$ cat config.mk
export PLATFORM = sky130hd
export DESIGN_NAME = writeback_arbiter
export DESIGN_NICKNAME = d
export VERILOG_FILES = /design/src/rtl/wb_pkg.sv /design/src/rtl/wb_fifo.sv /design/src/rtl/writeback_arbiter.sv
export SDC_FILE = /design/constraint.sdc
export NUM_CORES = 1
export LEC_CHECK = 0
export ABC_AREA = 1
export BUFFER_PORTS_ARGS = -buffer_cell sky130_fd_sc_hd__buf_2
export CAP_MARGIN = 10
export CORE_MARGIN = 5
export CORE_UTILIZATION = 25
export DETAILED_ROUTE_END_ITERATION = 7
export GPL_ROUTABILITY_DRIVEN = 1
export HOLD_SLACK_MARGIN = 0.15
export SYNTH_ARGS = -nofsm -noshare
export SYNTH_HDL_FRONTEND = slang
export SYNTH_SLANG_ARGS = --single-unit
$ cat constraint.sdc
create_clock -name clock -period 3.4 [get_ports clock]
set_clock_uncertainty 0.2 [all_clocks]
set_input_delay 0.34 -clock clock [delete_from_list [all_inputs] [get_ports clock]]
set_output_delay 0.34 -clock clock [all_outputs]
set_load 0.01 [all_outputs]
$ cat src/rtl/wb_pkg.sv
// Shared types and helpers for the writeback arbiter and its source FIFOs.
package wb_pkg;

    typedef struct packed {
        logic [4:0]  rd;
        logic [31:0] data;
    } wb_entry_t;

    localparam logic WB_SRC_A = 1'b0;
    localparam logic WB_SRC_B = 1'b1;

    // True when a live entry targets the queried register.
    function automatic logic wb_hit(input logic [4:0] addr, input wb_entry_t e, input logic v);
        return v && (e.rd == addr);
    endfunction

endpackage

$ cat src/rtl/wb_fifo.sv
// In-order result FIFO for one execution source; exposes its storage and
// per-entry valid bits so the top level can run pending-register compares.
module wb_fifo
    import wb_pkg::*;
#(
    parameter int DEPTH = 4
) (
    input  logic                        clock,
    input  logic                        reset_n,
    input  logic                        i_push,
    input  wb_entry_t                   i_push_entry,
    input  logic                        i_pop,
    output wb_entry_t                   o_head,
    output logic                        o_empty,
    output logic                        o_full,
    output wb_entry_t [DEPTH-1:0]       o_entries,
    output logic      [DEPTH-1:0]       o_valid
);

    localparam int AW = $clog2(DEPTH);

    wb_entry_t [DEPTH-1:0] r_mem;
    logic      [DEPTH-1:0] r_vld;
    logic      [AW-1:0]    r_wr_ptr;
    logic      [AW-1:0]    r_rd_ptr;
    logic      [AW:0]      r_count;

    logic w_push;
    logic w_pop;

    // Full/empty come from the registered count only, so ready never
    // depends combinationally on the drain side.
    assign o_full  = (r_count == (AW+1)'(DEPTH));
    assign o_empty = (r_count == '0);
    assign w_push  = i_push && !o_full;
    assign w_pop   = i_pop && !o_empty;

    assign o_head    = r_mem[r_rd_ptr];
    assign o_entries = r_mem;
    assign o_valid   = r_vld;

    // Pointer, occupancy and per-slot valid tracking; reset discards everything.
    always_ff @(posedge clock) begin
        if (!reset_n) begin
            r_wr_ptr <= '0;
            r_rd_ptr <= '0;
            r_count  <= '0;
            r_vld    <= '0;
        end else begin
            if (w_pop) begin
                r_rd_ptr        <= r_rd_ptr + AW'(1);
                r_vld[r_rd_ptr] <= 1'b0;
            end
            if (w_push) begin
                r_wr_ptr        <= r_wr_ptr + AW'(1);
                r_vld[r_wr_ptr] <= 1'b1;
            end
            case ({w_push, w_pop})
                2'b10:   r_count <= r_count + (AW+1)'(1);
                2'b01:   r_count <= r_count - (AW+1)'(1);
                default: r_count <= r_count;
            endcase
        end
    end

    // Payload storage; contents only matter where the valid bit is set.
    always_ff @(posedge clock) begin
        if (reset_n && w_push) r_mem[r_wr_ptr] <= i_push_entry;
    end

endmodule

$ cat src/rtl/writeback_arbiter.sv
// Merges ALU (A) and LSU/MUL-DIV (B) results into the single register-file
// write port with round-robin arbitration, and answers issue-stage
// "is this register still pending?" queries.
module writeback_arbiter
    import wb_pkg::*;
#(
    parameter int DEPTH = 4
) (
    input  logic        clock,
    input  logic        reset_n,
    input  logic        a_valid,
    output logic        a_ready,
    input  logic [4:0]  a_rd,
    input  logic [31:0] a_data,
    input  logic        b_valid,
    output logic        b_ready,
    input  logic [4:0]  b_rd,
    input  logic [31:0] b_data,
    output logic        write_enable,
    output logic [4:0]  write_addr,
    output logic [31:0] write_data,
    input  logic [4:0]  query_addr1,
    input  logic [4:0]  query_addr2,
    output logic        query_pending1,
    output logic        query_pending2
);

    wb_entry_t             w_a_head, w_b_head;
    logic                  w_a_empty, w_b_empty, w_a_full, w_b_full;
    wb_entry_t [DEPTH-1:0] w_a_entries, w_b_entries;
    logic      [DEPTH-1:0] w_a_vld, w_b_vld;
    logic                  w_a_push, w_b_push;
    logic                  w_gnt_a, w_gnt_b;
    logic                  w_hit1, w_hit2;

    logic                  r_last_grant;
    logic                  r_we;
    logic [4:0]            r_waddr;
    logic [31:0]           r_wdata;

    assign a_ready = !w_a_full;
    assign b_ready = !w_b_full;

    // x0 writes complete the handshake but are never queued.
    assign w_a_push = a_valid && a_ready && (a_rd != 5'd0);
    assign w_b_push = b_valid && b_ready && (b_rd != 5'd0);

    wb_fifo #(.DEPTH(DEPTH)) u_fifo_a (
        .clock        (clock),
        .reset_n      (reset_n),
        .i_push       (w_a_push),
        .i_push_entry ('{rd: a_rd, data: a_data}),
        .i_pop        (w_gnt_a),
        .o_head       (w_a_head),
        .o_empty      (w_a_empty),
        .o_full       (w_a_full),
        .o_entries    (w_a_entries),
        .o_valid      (w_a_vld)
    );

    wb_fifo #(.DEPTH(DEPTH)) u_fifo_b (
        .clock        (clock),
        .reset_n      (reset_n),
        .i_push       (w_b_push),
        .i_push_entry ('{rd: b_rd, data: b_data}),
        .i_pop        (w_gnt_b),
        .o_head       (w_b_head),
        .o_empty      (w_b_empty),
        .o_full       (w_b_full),
        .o_entries    (w_b_entries),
        .o_valid      (w_b_vld)
    );

    // Round robin: A wins when alone or when B was served last.
    assign w_gnt_a = !w_a_empty && (w_b_empty || (r_last_grant == WB_SRC_B));
    assign w_gnt_b = !w_b_empty && !w_gnt_a;

    // Output register and grant history; address/data hold on idle cycles.
    always_ff @(posedge clock) begin
        if (!reset_n) begin
            r_last_grant <= WB_SRC_B;
            r_we         <= 1'b0;
            r_waddr      <= '0;
            r_wdata      <= '0;
        end else if (w_gnt_a) begin
            r_last_grant <= WB_SRC_A;
            r_we         <= 1'b1;
            r_waddr      <= w_a_head.rd;
            r_wdata      <= w_a_head.data;
        end else if (w_gnt_b) begin
            r_last_grant <= WB_SRC_B;
            r_we         <= 1'b1;
            r_waddr      <= w_b_head.rd;
            r_wdata      <= w_b_head.data;
        end else begin
            r_we         <= 1'b0;
        end
    end

    assign write_enable = r_we;
    assign write_addr   = r_waddr;
    assign write_data   = r_wdata;

    // Scan every live queue slot of both sources for each query register.
    always_comb begin
        w_hit1 = 1'b0;
        w_hit2 = 1'b0;
        for (int i = 0; i < DEPTH; i++) begin
            w_hit1 = w_hit1 | wb_hit(query_addr1, w_a_entries[i], w_a_vld[i])
                            | wb_hit(query_addr1, w_b_entries[i], w_b_vld[i]);
            w_hit2 = w_hit2 | wb_hit(query_addr2, w_a_entries[i], w_a_vld[i])
                            | wb_hit(query_addr2, w_b_entries[i], w_b_vld[i]);
        end
    end

    // The in-flight write still counts as pending until the register file takes it.
    assign query_pending1 = (query_addr1 != 5'd0) && (w_hit1 || (r_we && (r_waddr == query_addr1)));
    assign query_pending2 = (query_addr2 != 5'd0) && (w_hit2 || (r_we && (r_waddr == query_addr2)));

endmodule

# Word level (Yosys, flattened, before mapping)

Index checks and enable logic that the tools add are counted.

Input bits: 88
Logic and storage cells: 175
Register bits: 357

Bitwise logic cells: 20
Reductions and logical operators: 53
Equality and inequality tests: 24
$add $sub $neg: 8
Magnitude comparators: 8
Mux-type cells: 34

Operators with widths:

| cell                | number |
|---|---|
| $bwmux 148          | 2 |
| $bmux 37 s2         | 2 |
| $demux 37 s2        | 2 |
| $mux 37             | 4 |
| $eq 5x5->1          | 18 |
| $mux 32             | 2 |
| $logic_and 1x1->1   | 36 |
| $mux 4              | 6 |
| $reduce_bool 5->1   | 4 |
| $or 1x1->1          | 14 |
| $lt 2x3->1 const B  | 4 |
| $pmux 3 s2          | 2 |
| $mux 5              | 2 |
| $add 2x1->2 const B | 4 |
| $and 4x4->4         | 2 |
| $demux 1 s2         | 4 |
| $ge 2x1->1 const B  | 4 |
| $mux 1              | 8 |
| $not 4->4           | 2 |
| $or 4x4->4          | 2 |
| $add 3x1->3 const B | 2 |
| $eq 3x3->1 const B  | 2 |
| $logic_not 3->1     | 2 |
| $reduce_bool 2->1   | 3 |
| 5 further kinds     | 14 |

# Depth between registers and ports, before layout

Gate-level depths: netlist of the first run.

Word-level depth: 11
Mapped depth: 12
Gate-level depth less buffers: 11

# Hierarchy

From an unflattened synthesis of the first run, not the netlist that was laid out.

Cells, all modules: 1,506
Area total of the unflattened synthesis: 15,602.5 um2

By module, submodules not included:

| module            | cells an instance | times used | area an instance (um2) | sequential area each (um2) |
|---|---|---|---|---|
| wb_fifo           | 455               | 2          | 6,193.4                | 4,664.5 |
| writeback_arbiter | 596               | 1          | 3,215.6                | 780.7 |

# Least setup slack after synthesis of the first run

Ideal clock, no wire load.

Path kind: reg-to-reg
Start point: register u_fifo_b.r_count[1]
End point: register u_fifo_b.r_mem (netlist bit u_fifo_b.o_entries[0]) (enable)
Clock period less this slack: 3.211 ns
Data arrival time: 2.579 ns
Data required time: 2.769 ns
Setup slack: 0.189 ns
Setup time: 0.431 ns
Path buffers: 0
Stages on the path, launching flop included: 6
Cell sequence: dfxtp_1 clkinv_1 nand3_1 and2_1 nand3_1 nor2_1

Longest elaborated chain between the ends: 6

Ends and longest elaborated chain:

| item                            | RTL line                | text |
|---|---|---|
| from (decl)                     | wb_fifo.sv:26           | `logic [AW:0] r_count;` |
| from (signal assigned)          | wb_fifo.sv:59           | `2'b10: r_count <= r_count + (AW+1)'(1);` |
| from (signal assigned)          | wb_fifo.sv:60           | `2'b01: r_count <= r_count - (AW+1)'(1);` |
| from (signal assigned)          | wb_fifo.sv:61           | `default: r_count <= r_count;` |
| $eq 3x3->1 *                    | wb_fifo.sv:33           | `assign o_full = (r_count == (AW+1)'(DEPTH));` |
| $logic_not 1->1 *               | writeback_arbiter.sv:42 | `assign b_ready = !w_b_full;` |
| named net b_ready               | writeback_arbiter.sv:16 | `output logic b_ready,` |
| $logic_and 1x1->1 (2 in a row)  | writeback_arbiter.sv:46 | `assign w_b_push = b_valid && b_ready && (b_rd != 5'd0);` |
| $logic_and 1x1->1 *             | wb_fifo.sv:35           | `assign w_push = i_push && !o_full;` |
| $logic_and 1x1->1 *             | wb_fifo.sv:68           | `if (reset_n && w_push) r_mem[r_wr_ptr] <= i_push_entry;` |
| to (signal, indexed assignment) | wb_fifo.sv:68           |  |
| to (decl)                       | wb_fifo.sv:22           | `wb_entry_t [DEPTH-1:0] r_mem;` |

Mark *: on every way through the listed nets, which the timed path passes. The rest lies on a longest branch.
A chain may end at the register's enable or synchronous reset.

# Worst setup path in the final report of the first run

Start point: register u_fifo_b.r_mem (netlist bit u_fifo_b.o_entries[36])
End point: output port query_pending2

Longest elaborated chain between the ends: 11

Ends and longest elaborated chain:

| item              | RTL line                 | text |
|---|---|---|
| $eq 5x5->1        | wb_pkg.sv:14             | `return v && (e.rd == addr);` |
| $logic_and 1x1->1 | wb_pkg.sv:14             |  |
| $or 1x1->1        | writeback_arbiter.sv:112 | `\| wb_hit(query_addr2, w_b_entries[i], w_b_vld[i]);` |
| $or 1x1->1        | writeback_arbiter.sv:111 | `w_hit2 = w_hit2 \| wb_hit(query_addr2, w_a_entries[i], w_a_vld[i])` |
| $or 1x1->1        | writeback_arbiter.sv:112 |  |
| $or 1x1->1        | writeback_arbiter.sv:111 |  |
| $or 1x1->1        | writeback_arbiter.sv:112 |  |
| $or 1x1->1        | writeback_arbiter.sv:111 |  |
| $or 1x1->1        | writeback_arbiter.sv:112 |  |
| $logic_or 1x1->1  | writeback_arbiter.sv:118 | `assign query_pending2 = (query_addr2 != 5'd0) && (w_hit2 \|\| (r_we && (r_waddr == query_addr2)));` |
| $logic_and 1x1->1 | writeback_arbiter.sv:118 |  |
| to (decl)         | writeback_arbiter.sv:25  | `output logic query_pending2` |

No other way between the ends.

==> out/metrics.json, run 1 <==
{
  "status": {"value": "finished, final reports clean"},
  "pre_repair_dr_iteration_count": {"value": 5},
  "slew-limit-headroom": {"value": 27.2, "unit": "%"},
  "htreeDepth": {"value": 2},
  "die_height": {"value": 257, "unit": "um"},
  "grt_start_max_net_pins": {"value": 87},
  "critical_path_class": {"value": "reg -> out"},
  "antenna_left": {"value": 0},
  "fp.dieW": {"value": 257, "unit": "um"},
  "portion_of_total_power_attributed_to_the_clock_network": {"value": 27.2, "unit": "%"},
  "clock_sink_count": {"value": 357},
  "grt.met1_usage": {"value": 17.1, "unit": "%"},
  "design.final.nets": {"value": 1770},
  "grt-busiest-layer": {"value": "met2"},
  "postLayoutCoreUtil": {"value": 31.0, "unit": "%"},
  "min-delay-path-class": {"value": "in -> reg"},
  "synthDistinctLibCells": {"value": 33},
  "cp_max_fo": {"value": 4},
  "worst_setup_path_end_kind": {"value": "output pin"},
  "reg2reg_depth": {"value": 6},
  "syn_nets": {"value": 1583},
  "die_area": {"value": 66000, "unit": "um2"},
  "port-buffer-count": {"value": 129},
  "final-hold-violation-count": {"value": 0},
  "cpMaxStageDelayCell": {"value": "sky130_fd_sc_hd__edfxtp_1"},
  "area_delta_synth_final": {"value": 22.7, "unit": "%"},
  "power.combinational.fraction": {"value": 32.1, "unit": "%"},
  "leakage": {"value": 6.98, "unit": "nW"},
  "worst_ep_arrival_time": {"value": 2.01, "unit": "ns"},
  "crit_chain": {"value": "or2_2 > a21oi_1 > nand2_1 > nor2_1 > nor2_1 > a21oi_1 > buf_2"},
  "grt_met3_use": {"value": 3.36, "unit": "%"},
  "fillerInstances": {"value": 6166},
  "totalNegativeSetupSlack": {"value": 0, "unit": "ns"},
  "initial_antenna_violation_count": {"value": 5},
  "std_cell_rows": {"value": 90},
  "finalCritPeriodShare": {"value": 74.9, "unit": "%"},
  "first_global_vias": {"value": 11319},
  "maximum_vdd_drop": {"value": 0.447, "unit": "mV"},
  "dr_total_vias": {"value": 11442},
  "timing.critical_path.required": {"value": 2.86, "unit": "ns"},
  "synth_area": {"value": 15200, "unit": "um2"},
  "core_region_area": {"value": 60400, "unit": "um2"},
  "viasPerCell": {"value": 4.62},
  "start_util": {"value": 25.2, "unit": "%"},
  "power_per_cell_area": {"value": 745, "unit": "nW/um2"},
  "max_freq": {"value": 392, "unit": "MHz"},
  "routed_wirelength": {"value": 43900, "unit": "um"},
  "drt_iter0_markers": {"value": 997},
  "remaining_design_rule_violation_count": {"value": 0},
  "slowest_delay": {"value": 0.46, "unit": "ns"},
  "setup.worst_path.start_class": {"value": "flop"},
  "globalplace.congestion": {"value": 0.928},
  "tritoncts": {"value": "built"},
  "globalRouteTotalUtil": {"value": 12.8, "unit": "%"},
  "dp_hpwl": {"value": 29200, "unit": "um"},
  "layout-drive-gt1-share": {"value": 13.3, "unit": "%"},
  "gr-total-overflow": {"value": 0},
  "number_of_buffers_added_to_fix_hold_violations_after_cts": {"value": 76},
  "post_cts_buffers": {"value": 0},
  "synthesized_area_per_cell": {"value": 10.3, "unit": "um2"},
  "hold-path-cell-count": {"value": 4},
  "seq_power_share": {"value": 40.6, "unit": "%"},
  "switchingPower": {"value": 0.00511, "unit": "W"},
  "groute.layer.met2.usage": {"value": 20.9, "unit": "%"},
  "synthesis.yosys.warnings": {"value": 0},
  "final_max_slew_viol_count": {"value": 0},
  "avgRoutedWirePerCell": {"value": 17.7, "unit": "um"},
  "internal_power": {"value": 0.00882, "unit": "W"},
  "wire_length_of_the_first_global_routing_pass": {"value": 66900, "unit": "um"},
  "period_needed": {"value": 2.55, "unit": "ns"},
  "boundaryPins": {"value": 130},
  "clk-insertion-delay-late": {"value": 0.54, "unit": "ns"},
  "power.share.switching": {"value": 36.7, "unit": "%"},
  "clock_tree.root_cell": {"value": "sky130_fd_sc_hd__clkbuf_16"},
  "fin_worst_hold_slack": {"value": 0.190, "unit": "ns"},
  "crit-reg2reg-launch": {"value": "u_fifo_b.r_count[0]"},
  "cap_violations": {"value": 0},
  "tritoncts.num_buffers": {"value": 36},
  "report.final.setup_viol": {"value": 0},
  "seq_area_frac_synth": {"value": 66.4, "unit": "%"},
  "rsz0062_at_grt": {"value": "false"},
  "flip_flop_and_latch_count_after_synthesis": {"value": 357},
  "worst_setup_hold_path_clk_slew": {"value": 0.06, "unit": "ns"},
  "clock_path_buffers": {"value": 3},
  "postSynthCellCount": {"value": 1475},
  "worst_hold_startpoint": {"value": "b_valid"},
  "worst_setup_path_startpoint": {"value": "u_fifo_b.o_entries[36]"},
  "post_cts_resize_count": {"value": 0},
  "tightestPinTransition": {"value": 1.09, "unit": "ns"}
}
[power by group through the flow]
stage / combinational (W) / clock (W) / sequential (W)
finish: 0.00448 / 0.00379 / 0.00565
global route: 0.00504 / 0.00406 / 0.00569
detailed placement: 0.00444 / 0 / 0.00572
CTS: 0.00454 / 0.00390 / 0.00563
global placement: 0.00437 / 0 / 0.00572
floorplan: 0.00291 / 0 / 0.00564
[cells by family (layout without fill, tap and decap cells)]
| logic type | after synthesis | in the layout | share of synthesized area (%) |
|---|---|---|---|
| xor+xnor | 7 | 7 | 0.402 |
| fa+ha+maj | 20 | 20 | 1.74 |
| other cells | 0 | 4 | 0 |
| buf+inv | 159 | 374 | 4.30 |
| simple gates | 683 | 683 | 18.2 |
| flops | 357 | 357 | 66.4 |
| compound gates | 249 | 249 | 9.03 |
[state kept, by name (all words and copies together) (netlist names)]
name                cells
u_fifo_a.r_wr_ptr       2
write_data             32
u_fifo_b.r_wr_ptr       2
u_fifo_a.o_valid        4
u_fifo_a.r_rd_ptr       2
write_enable            1
u_fifo_b.r_count        3
u_fifo_b.r_rd_ptr       2
u_fifo_a.r_count        3
r_last_grant            1
u_fifo_b.o_valid        4
u_fifo_b.o_entries    148
write_addr              5
u_fifo_a.o_entries    148
[layout by cell type (no fill, tap or decap), types with 4 or more instances in the layout]
master,count
sky130_fd_sc_hd__a31o_2,4
sky130_fd_sc_hd__inv_1,74
sky130_fd_sc_hd__clkbuf_1,15
sky130_fd_sc_hd__dfxtp_1,59
sky130_fd_sc_hd__inv_2,4
sky130_fd_sc_hd__buf_2,129
sky130_fd_sc_hd__clkbuf_16,37
sky130_fd_sc_hd__edfxtp_1,296
sky130_fd_sc_hd__nor3_1,6
sky130_fd_sc_hd__nor2_4,8
sky130_fd_sc_hd__xor2_1,5
sky130_fd_sc_hd__dlygate4sd3_1,76
sky130_fd_sc_hd__nor2_1,151
sky130_fd_sc_hd__a31oi_1,32
sky130_fd_sc_hd__nand3_1,127
sky130_fd_sc_hd__buf_12,5
sky130_fd_sc_hd__ha_1,18
sky130_fd_sc_hd__clkinv_2,4
sky130_fd_sc_hd__buf_4,16
sky130_fd_sc_hd__a21oi_1,49
sky130_fd_sc_hd__o21ai_0,122
sky130_fd_sc_hd__o22ai_1,36
sky130_fd_sc_hd__nand2_1,382
sky130_fd_sc_hd__clkinv_1,6
sky130_fd_sc_hd__diode_2,4
sky130_fd_sc_hd__clkbuf_8,6
[critical path, delay by kind of cell, from the launching register on]
kind	cells	cell delay, ns
AO/OA/AOI/OAI	2	0.33
AND/OR/NAND/NOR	4	0.53
flip-flops	1	0.46
buffers and inverters	1	0.16
[Yosys cell counts, drive strengths merged]
cell    number  area, um2
fa           2       40.0
xor2         5       43.8
ha          18        225
nand3      129        663
and2         2       12.5
a31o         4       35.0
dfxtp       61       1220
inv         78        293
buf         37        198
edfxtp     296       8890
a21boi       2       26.3
clkbuf      40        150
nor2       161        609
o211ai       2       15.0
clkinv       4       15.0
nor3         6       30.0
nand4        2       12.5
o21ai      123        619
a31oi       32        200
or2          1       6.26
o221ai       1       8.76
a21oi       49        245
o22ai       36        225
xnor2        2       17.5
nand2      382       1430
[area by class of cell]
| class | instances | area [um2] | share of cell area, % |
|---|---|---|---|
| Multi-Input combinational cell | 959 | 4530 | 24.2 |
| Antenna cell | 4 | 10.0 | 0.0535 |
| Inverter | 82 | 308 | 1.65 |
| Timing Repair Buffer | 226 | 1630 | 8.70 |
| Clock inverter | 8 | 67.6 | 0.361 |
| Clock buffer | 58 | 1060 | 5.69 |
| Sequential cell | 357 | 10100 | 54.1 |
| Tap cell | 782 | 978 | 5.23 |
[per-stage QoR]
stage | cells | instance area, um2 | total power [W] | worst slack (ns)
after floorplan | 1475 | 15200 | 0.00855 | 0.189
after global placement | 2330 | 16800 | 0.0101 | 0.931
after detailed placement | 2330 | 16800 | 0.0102 | 0.960
after CTS | 2472 | 18700 | 0.0141 | 0.845
after global routing | 2474 | 18700 | 0.0148 | 0.759
final | 2476 | 18700 | 0.0139 | 0.852
[worst paths after layout]
check	to	slack, ns
min	u_fifo_b.r_wr_ptr[1]	0.19
min reg2reg	write_data[8]	0.30
max reg2reg	u_fifo_b.o_entries[15]	1.01
max	query_pending2	0.85
[routing by layer]
metal | up-vias | wire (um)
li1 | 5462 | -
met1 | 5512 | 18900
met2 | 396 | 20400
met3 | 72 | 3720
met4 | 0 | 961
met5 | - | 0
(Power assumes the default switching activity.)
==> inputs of run 2 (changes only) <==
Clock period 3.4 ns to 2.24 ns, I/O delays scaled along.
==> out/metrics.json, run 2 (synthesized netlist as in run 1, its figures left out) <==
{
  "pre_repair_dr_iteration_count": {"value": 8},
  "layout.cells.most_common": {"value": "sky130_fd_sc_hd__nand2_1"},
  "fillerInstances": {"value": 6050},
  "post-place-ws": {"value": 0.0221, "unit": "ns"},
  "viasPerCell": {"value": 4.65},
  "clock_tree.root_cell": {"value": "sky130_fd_sc_hd__clkbuf_16"},
  "totalNegativeSetupSlack": {"value": -0.121, "unit": "ns"},
  "antenna_left": {"value": 0},
  "globalplace.congestion": {"value": 0.909},
  "timing.critical_path.required": {"value": 1.82, "unit": "ns"},
  "worst_setup_path_end_kind": {"value": "output pin"},
  "report.final.setup_viol": {"value": 2},
  "r2r-end": {"value": "u_fifo_b.r_count[2]"},
  "hold-path-cell-count": {"value": 2},
  "avgRoutedWirePerCell": {"value": 17.7, "unit": "um"},
  "std_cell_rows": {"value": 90},
  "slew-limit-headroom": {"value": 63.6, "unit": "%"},
  "final_cells": {"value": 2514},
  "dp_hpwl": {"value": 29700, "unit": "um"},
  "setup_slack": {"value": -0.0907, "unit": "ns"},
  "reg2reg_depth": {"value": 11},
  "die_area": {"value": 66000, "unit": "um2"},
  "grt_start_max_net_pins": {"value": 87},
  "setup.worst_path.start_class": {"value": "flop"},
  "maximum_vdd_drop": {"value": 0.804, "unit": "mV"},
  "start_util": {"value": 25.2, "unit": "%"},
  "cap_violations": {"value": 0},
  "worst_setup_hold_path_clk_slew": {"value": 0.06, "unit": "ns"},
  "design.final.nets": {"value": 1814},
  "critical_path_class": {"value": "reg -> out"},
  "dp.cells": {"value": 2368},
  "fp.dieW": {"value": 257, "unit": "um"},
  "antenna_cells_inserted": {"value": 0},
  "layout-drive-gt1-share": {"value": 16.7, "unit": "%"},
  "dr_total_vias": {"value": 11696},
  "htreeDepth": {"value": 2},
  "globalRouteTotalUtil": {"value": 13.0, "unit": "%"},
  "tritoncts.num_buffers": {"value": 36},
  "core_region_area": {"value": 60400, "unit": "um2"},
  "finalCritPeriodShare": {"value": 104, "unit": "%"},
  "tritoncts": {"value": "built"},
  "worst_hold_startpoint": {"value": "a_data[10]"},
  "drt_iter0_markers": {"value": 885},
  "failing_checks": {"value": "negative setup slack"},
  "gr-total-overflow": {"value": 0},
  "area_delta_synth_final": {"value": 26.8, "unit": "%"},
  "crit-reg2reg-launch": {"value": "u_fifo_a.r_count[1]"},
  "period_needed": {"value": 2.33, "unit": "ns"},
  "leakage": {"value": 7.30, "unit": "nW"},
  "die_height": {"value": 257, "unit": "um"},
  "clock_sink_count": {"value": 357},
  "tightestPinTransition": {"value": 0.545, "unit": "ns"},
  "worst_ep_arrival_time": {"value": 1.91, "unit": "ns"},
  "clock_path_buffers": {"value": 3},
  "power_per_cell_area": {"value": 1150, "unit": "nW/um2"},
  "most-common-layout-cells": {"value": "sky130_fd_sc_hd__nand2_1, sky130_fd_sc_hd__edfxtp_1, sky130_fd_sc_hd__nor2_1, sky130_fd_sc_hd__buf_2, sky130_fd_sc_hd__nand3_1"},
  "r2r_slack": {"value": 0.12, "unit": "ns"},
  "hold_path_end": {"value": "u_fifo_a.o_entries[47]"},
  "wire_length_of_the_first_global_routing_pass": {"value": 67800, "unit": "um"},
  "initial_antenna_violation_count": {"value": 3},
  "status": {"value": "finished, violations left"},
  "boundaryPins": {"value": 130},
  "remaining_design_rule_violation_count": {"value": 0},
  "rsz0062_at_grt": {"value": "true"},
  "port-buffer-count": {"value": 129},
  "clk-insertion-delay-late": {"value": 0.54, "unit": "ns"},
  "routed_wirelength": {"value": 44500, "unit": "um"},
  "min-delay-path-class": {"value": "in -> reg"},
  "first_global_vias": {"value": 11403},
  "max_freq": {"value": 429, "unit": "MHz"},
  "final-hold-violation-count": {"value": 0},
  "final_max_slew_viol_count": {"value": 0},
  "cp_max_fo": {"value": 3}
}
run 2: final cells by class:
class,instances,area [um2],share of cell area (%)
sequential,357,10100,52.3
multi-input combinational,959,4600,23.8
timing repair buffer,270,2100,10.9
tap,782,978,5.06
clock buffer,46,970,5.02
inverter,82,312,1.61
clock inverter,18,241,1.25
run 2: worst max-delay path, cell delays in order, from the launching register on:
cell and delay, ns:
sky130_fd_sc_hd__edfxtp_1 0.45, sky130_fd_sc_hd__buf_6 0.15, sky130_fd_sc_hd__xor2_1 0.14, sky130_fd_sc_hd__nor2_1 0.13, sky130_fd_sc_hd__nand3_1 0.09, sky130_fd_sc_hd__nand2_1 0.08, sky130_fd_sc_hd__nor2_2 0.05, sky130_fd_sc_hd__a21oi_2 0.15
sky130_fd_sc_hd__buf_2 0.15
run 2: worst max-delay path by stage:
| stage | from | endpoint | slack [ns] |
|---|---|---|---|
| floorplan | u_fifo_a.r_count[1] | u_fifo_a.o_entries[0] | -0.23 |
| global placement | a_rd[3] | u_fifo_a.r_count[2] | 0.002 |
| detailed placement | a_rd[3] | u_fifo_a.r_count[2] | 0.02 |
| CTS | u_fifo_a.o_entries[69] | query_pending1 | -0.11 |
| global route | u_fifo_a.o_entries[69] | query_pending1 | -0.18 |
| finish | u_fifo_b.o_entries[72] | query_pending2 | -0.09 |
run 2: metal layers:
| metal | GRT usage [%] | wire length (um) | part of all wire, % | vias to the layer above |
|---|---|---|---|---|
| li1 | - | - | - | 5562 |
| met5 | 0 | 21 | 0.047 | - |
| met2 | 21.3 | 20800 | 47 | 432 |
| met3 | 3.02 | 3690 | 8.3 | 74 |
| met4 | 3.00 | 857 | 1.9 | 4 |
| met1 | 17.6 | 19200 | 43 | 5624 |
run 2: per-stage QoR:
step | total power [W] | area, um2 | utilization [%] | hold WS (ns)
floorplan | 0.0130 | 15300 | - | 0.123
global placement | 0.0158 | 17200 | 28.5 | 0.232
detailed placement | 0.0159 | 17200 | 28.5 | 0.239
CTS | 0.0223 | 19200 | 31.9 | 0.210
global route | 0.0235 | 19300 | 32.0 | 0.236
finish | 0.0222 | 19300 | 32.0 | 0.239
run 2: what timing repair did:
| item | in CTS | in global routing |
|---|---|---|
| setup buffers | 1 | 3 |
| pin swaps | 10 | 15 |
| hold endpoints to repair | 317 | 0 |
| setup endpoints to repair | 2 | 5 |
| resized for setup | 3 | 23 |
| hold buffers | 78 | 0 |
run 2: power breakdown:
part,internal (W),switching [W],total (W)
Clock,0.00367,0.00250,0.00617
Combinational,0.00256,0.00489,0.00745
Sequential,0.00796,0.000602,0.00856
==> inputs of run 3 (changes only) <==
--- a/constraint.sdc
+++ b/constraint.sdc
@@ -3,3 +3,3 @@
 set_input_delay 0.224 -clock clock [delete_from_list [all_inputs] [get_ports clock]]
 set_output_delay 0.224 -clock clock [all_outputs]
-set_load 0.01 [all_outputs]
+set_load 0.05 [all_outputs]
==> out/metrics.json, run 3 (synthesized netlist as in run 1, its figures left out) <==
{
  "die_area": {"value": 66000, "unit": "um2"},
  "grt_start_max_net_pins": {"value": 87},
  "drt_iter0_markers": {"value": 871},
  "std_cell_rows": {"value": 90},
  "setup_slack": {"value": -0.0991, "unit": "ns"},
  "layout-drive-gt1-share": {"value": 17.3, "unit": "%"},
  "clock_tree.root_cell": {"value": "sky130_fd_sc_hd__clkbuf_16"},
  "boundaryPins": {"value": 130},
  "finalCritPeriodShare": {"value": 104, "unit": "%"},
  "core_region_area": {"value": 60400, "unit": "um2"},
  "start_util": {"value": 25.2, "unit": "%"},
  "status": {"value": "finished, violations left"},
  "final_cells": {"value": 2525},
  "globalplace.congestion": {"value": 0.901},
  "dp_hpwl": {"value": 29900, "unit": "um"},
  "failing_checks": {"value": "negative setup slack"},
  "htreeDepth": {"value": 2},
  "fillerInstances": {"value": 6169},
  "wire_length_of_the_first_global_routing_pass": {"value": 67400, "unit": "um"},
  "totalNegativeSetupSlack": {"value": -0.183, "unit": "ns"},
  "min-delay-path-class": {"value": "in -> reg"},
  "final-hold-violation-count": {"value": 0},
  "avgRoutedWirePerCell": {"value": 17.5, "unit": "um"},
  "worst_hold_startpoint": {"value": "b_data[9]"},
  "rsz0062_at_grt": {"value": "true"},
  "maximum_vdd_drop": {"value": 0.939, "unit": "mV"},
  "dp.cells": {"value": 2375},
  "report.final.setup_viol": {"value": 2},
  "timing.critical_path.required": {"value": 1.82, "unit": "ns"},
  "initial_antenna_violation_count": {"value": 2},
  "clock_path_buffers": {"value": 3},
  "cap_violations": {"value": 0},
  "globalRouteTotalUtil": {"value": 13.0, "unit": "%"},
  "worst_setup_hold_path_clk_slew": {"value": 0.06, "unit": "ns"},
  "tightestPinTransition": {"value": 0.561, "unit": "ns"},
  "most-common-layout-cells": {"value": "sky130_fd_sc_hd__nand2_1, sky130_fd_sc_hd__edfxtp_1, sky130_fd_sc_hd__nor2_1, sky130_fd_sc_hd__buf_2, sky130_fd_sc_hd__nand3_1"},
  "area_delta_synth_final": {"value": 27.2, "unit": "%"},
  "slew-limit-headroom": {"value": 62.6, "unit": "%"},
  "pre_repair_dr_iteration_count": {"value": 5},
  "die_height": {"value": 257, "unit": "um"},
  "max_freq": {"value": 428, "unit": "MHz"},
  "clk-insertion-delay-late": {"value": 0.53, "unit": "ns"},
  "final_max_slew_viol_count": {"value": 0},
  "crit-reg2reg-launch": {"value": "u_fifo_b.r_count[2]"},
  "worst_setup_path_end_kind": {"value": "output pin"},
  "power_per_cell_area": {"value": 1180, "unit": "nW/um2"},
  "fp.dieW": {"value": 257, "unit": "um"},
  "tritoncts.num_buffers": {"value": 37},
  "clock_sink_count": {"value": 357},
  "remaining_design_rule_violation_count": {"value": 0},
  "dr_total_vias": {"value": 11479},
  "gr-total-overflow": {"value": 0},
  "worst_setup_path_startpoint": {"value": "u_fifo_a.o_entries[69]"},
  "cp_max_fo": {"value": 3},
  "leakage": {"value": 7.31, "unit": "nW"},
  "critical_path_class": {"value": "reg -> out"},
  "port-buffer-count": {"value": 129},
  "antenna_left": {"value": 0},
  "layout.cells.most_common": {"value": "sky130_fd_sc_hd__nand2_1"},
  "design.final.nets": {"value": 1821},
  "viasPerCell": {"value": 4.55},
  "worst_ep_arrival_time": {"value": 1.92, "unit": "ns"},
  "first_global_vias": {"value": 11389},
  "routed_wirelength": {"value": 44300, "unit": "um"},
  "period_needed": {"value": 2.34, "unit": "ns"},
  "tritoncts": {"value": "built"},
  "setup.worst_path.start_class": {"value": "flop"}
}
==> run 3: area by class of cell <==
| type | instances | area, um2 | share of cell area, % |
|---|---|---|---|
| Inverter | 82 | 315 | 1.63 |
| Antenna cell | 1 | 2.50 | 0.0129 |
| Tap cell | 782 | 978 | 5.05 |
| Multi-Input combinational cell | 959 | 4640 | 24.0 |
| Timing Repair Buffer | 276 | 2190 | 11.3 |
| Sequential cell | 357 | 10100 | 52.2 |
| Clock inverter | 14 | 90.1 | 0.465 |
| Clock buffer | 54 | 1040 | 5.37 |
==> run 3: worst paths after layout <==
path	end	slack, ns	cells past startpoint
worst max register to register	u_fifo_a.r_count[2]	0.11	10
worst min-delay path	u_fifo_b.o_entries[9]	0.24	2
worst min register to register	write_data[31]	0.28	2
worst max-delay path	query_pending2	-0.1	9
==> run 3: per-stage QoR <==
step | hold WS (ns) | setup WS (ns) | total power (W) | instance area, um2 | utilization, %
6_report | 0.240 | -0.0991 | 0.0228 | 19400 | 32.1
5_1_grt | 0.244 | -0.244 | 0.0242 | 19400 | 32.1
4_1_cts | 0.200 | -0.0959 | 0.0230 | 19300 | 32.0
3_5_place_dp | 0.239 | -0.0315 | 0.0171 | 17300 | 28.7
3_3_place_gp | 0.231 | 0.0120 | 0.0170 | 17300 | 28.7
2_1_floorplan | 0.123 | 0.0192 | 0.0141 | 15400 | -
==> run 3: timing repair <==
action | 4_1_cts | 5_1_grt
hold endpoints to repair | 315 | 0
resized for setup | 14 | 20
setup endpoints to repair | 3 | 4
pin swaps | 5 | 6
hold buffers | 77 | 0
setup buffers | 3 | 2
==> run 3: per-layer routing <==
layer  up-vias  wire length [um]  global-route usage, %  share of wire [%]
met5         -                14                      0              0.032
met4         4               711                   2.56                1.6
met3        57              3440                   3.25                7.8
met2       356             21200                   22.1                 48
met1      5482             18900                   17.0                 43
li1       5580                 -                      -                  -
==> run 3: power breakdown <==
part           leakage, nW  switching, W  internal (W)
Combinational         3.57       0.00608       0.00258
Clock                0.557       0.00244       0.00325
Sequential            3.19      0.000469       0.00796
==> run 3: critical path, cell delays in order, from the launching register on <==
cell                       delay [ns]
sky130_fd_sc_hd__edfxtp_1        0.48
sky130_fd_sc_hd__buf_6           0.17
sky130_fd_sc_hd__nand2_2         0.05
sky130_fd_sc_hd__nand2_1         0.05
sky130_fd_sc_hd__nor2_1          0.08
sky130_fd_sc_hd__nand3_1         0.10
sky130_fd_sc_hd__nand3_2         0.09
sky130_fd_sc_hd__nor2_2          0.04
sky130_fd_sc_hd__a21oi_2         0.14
sky130_fd_sc_hd__buf_6           0.17
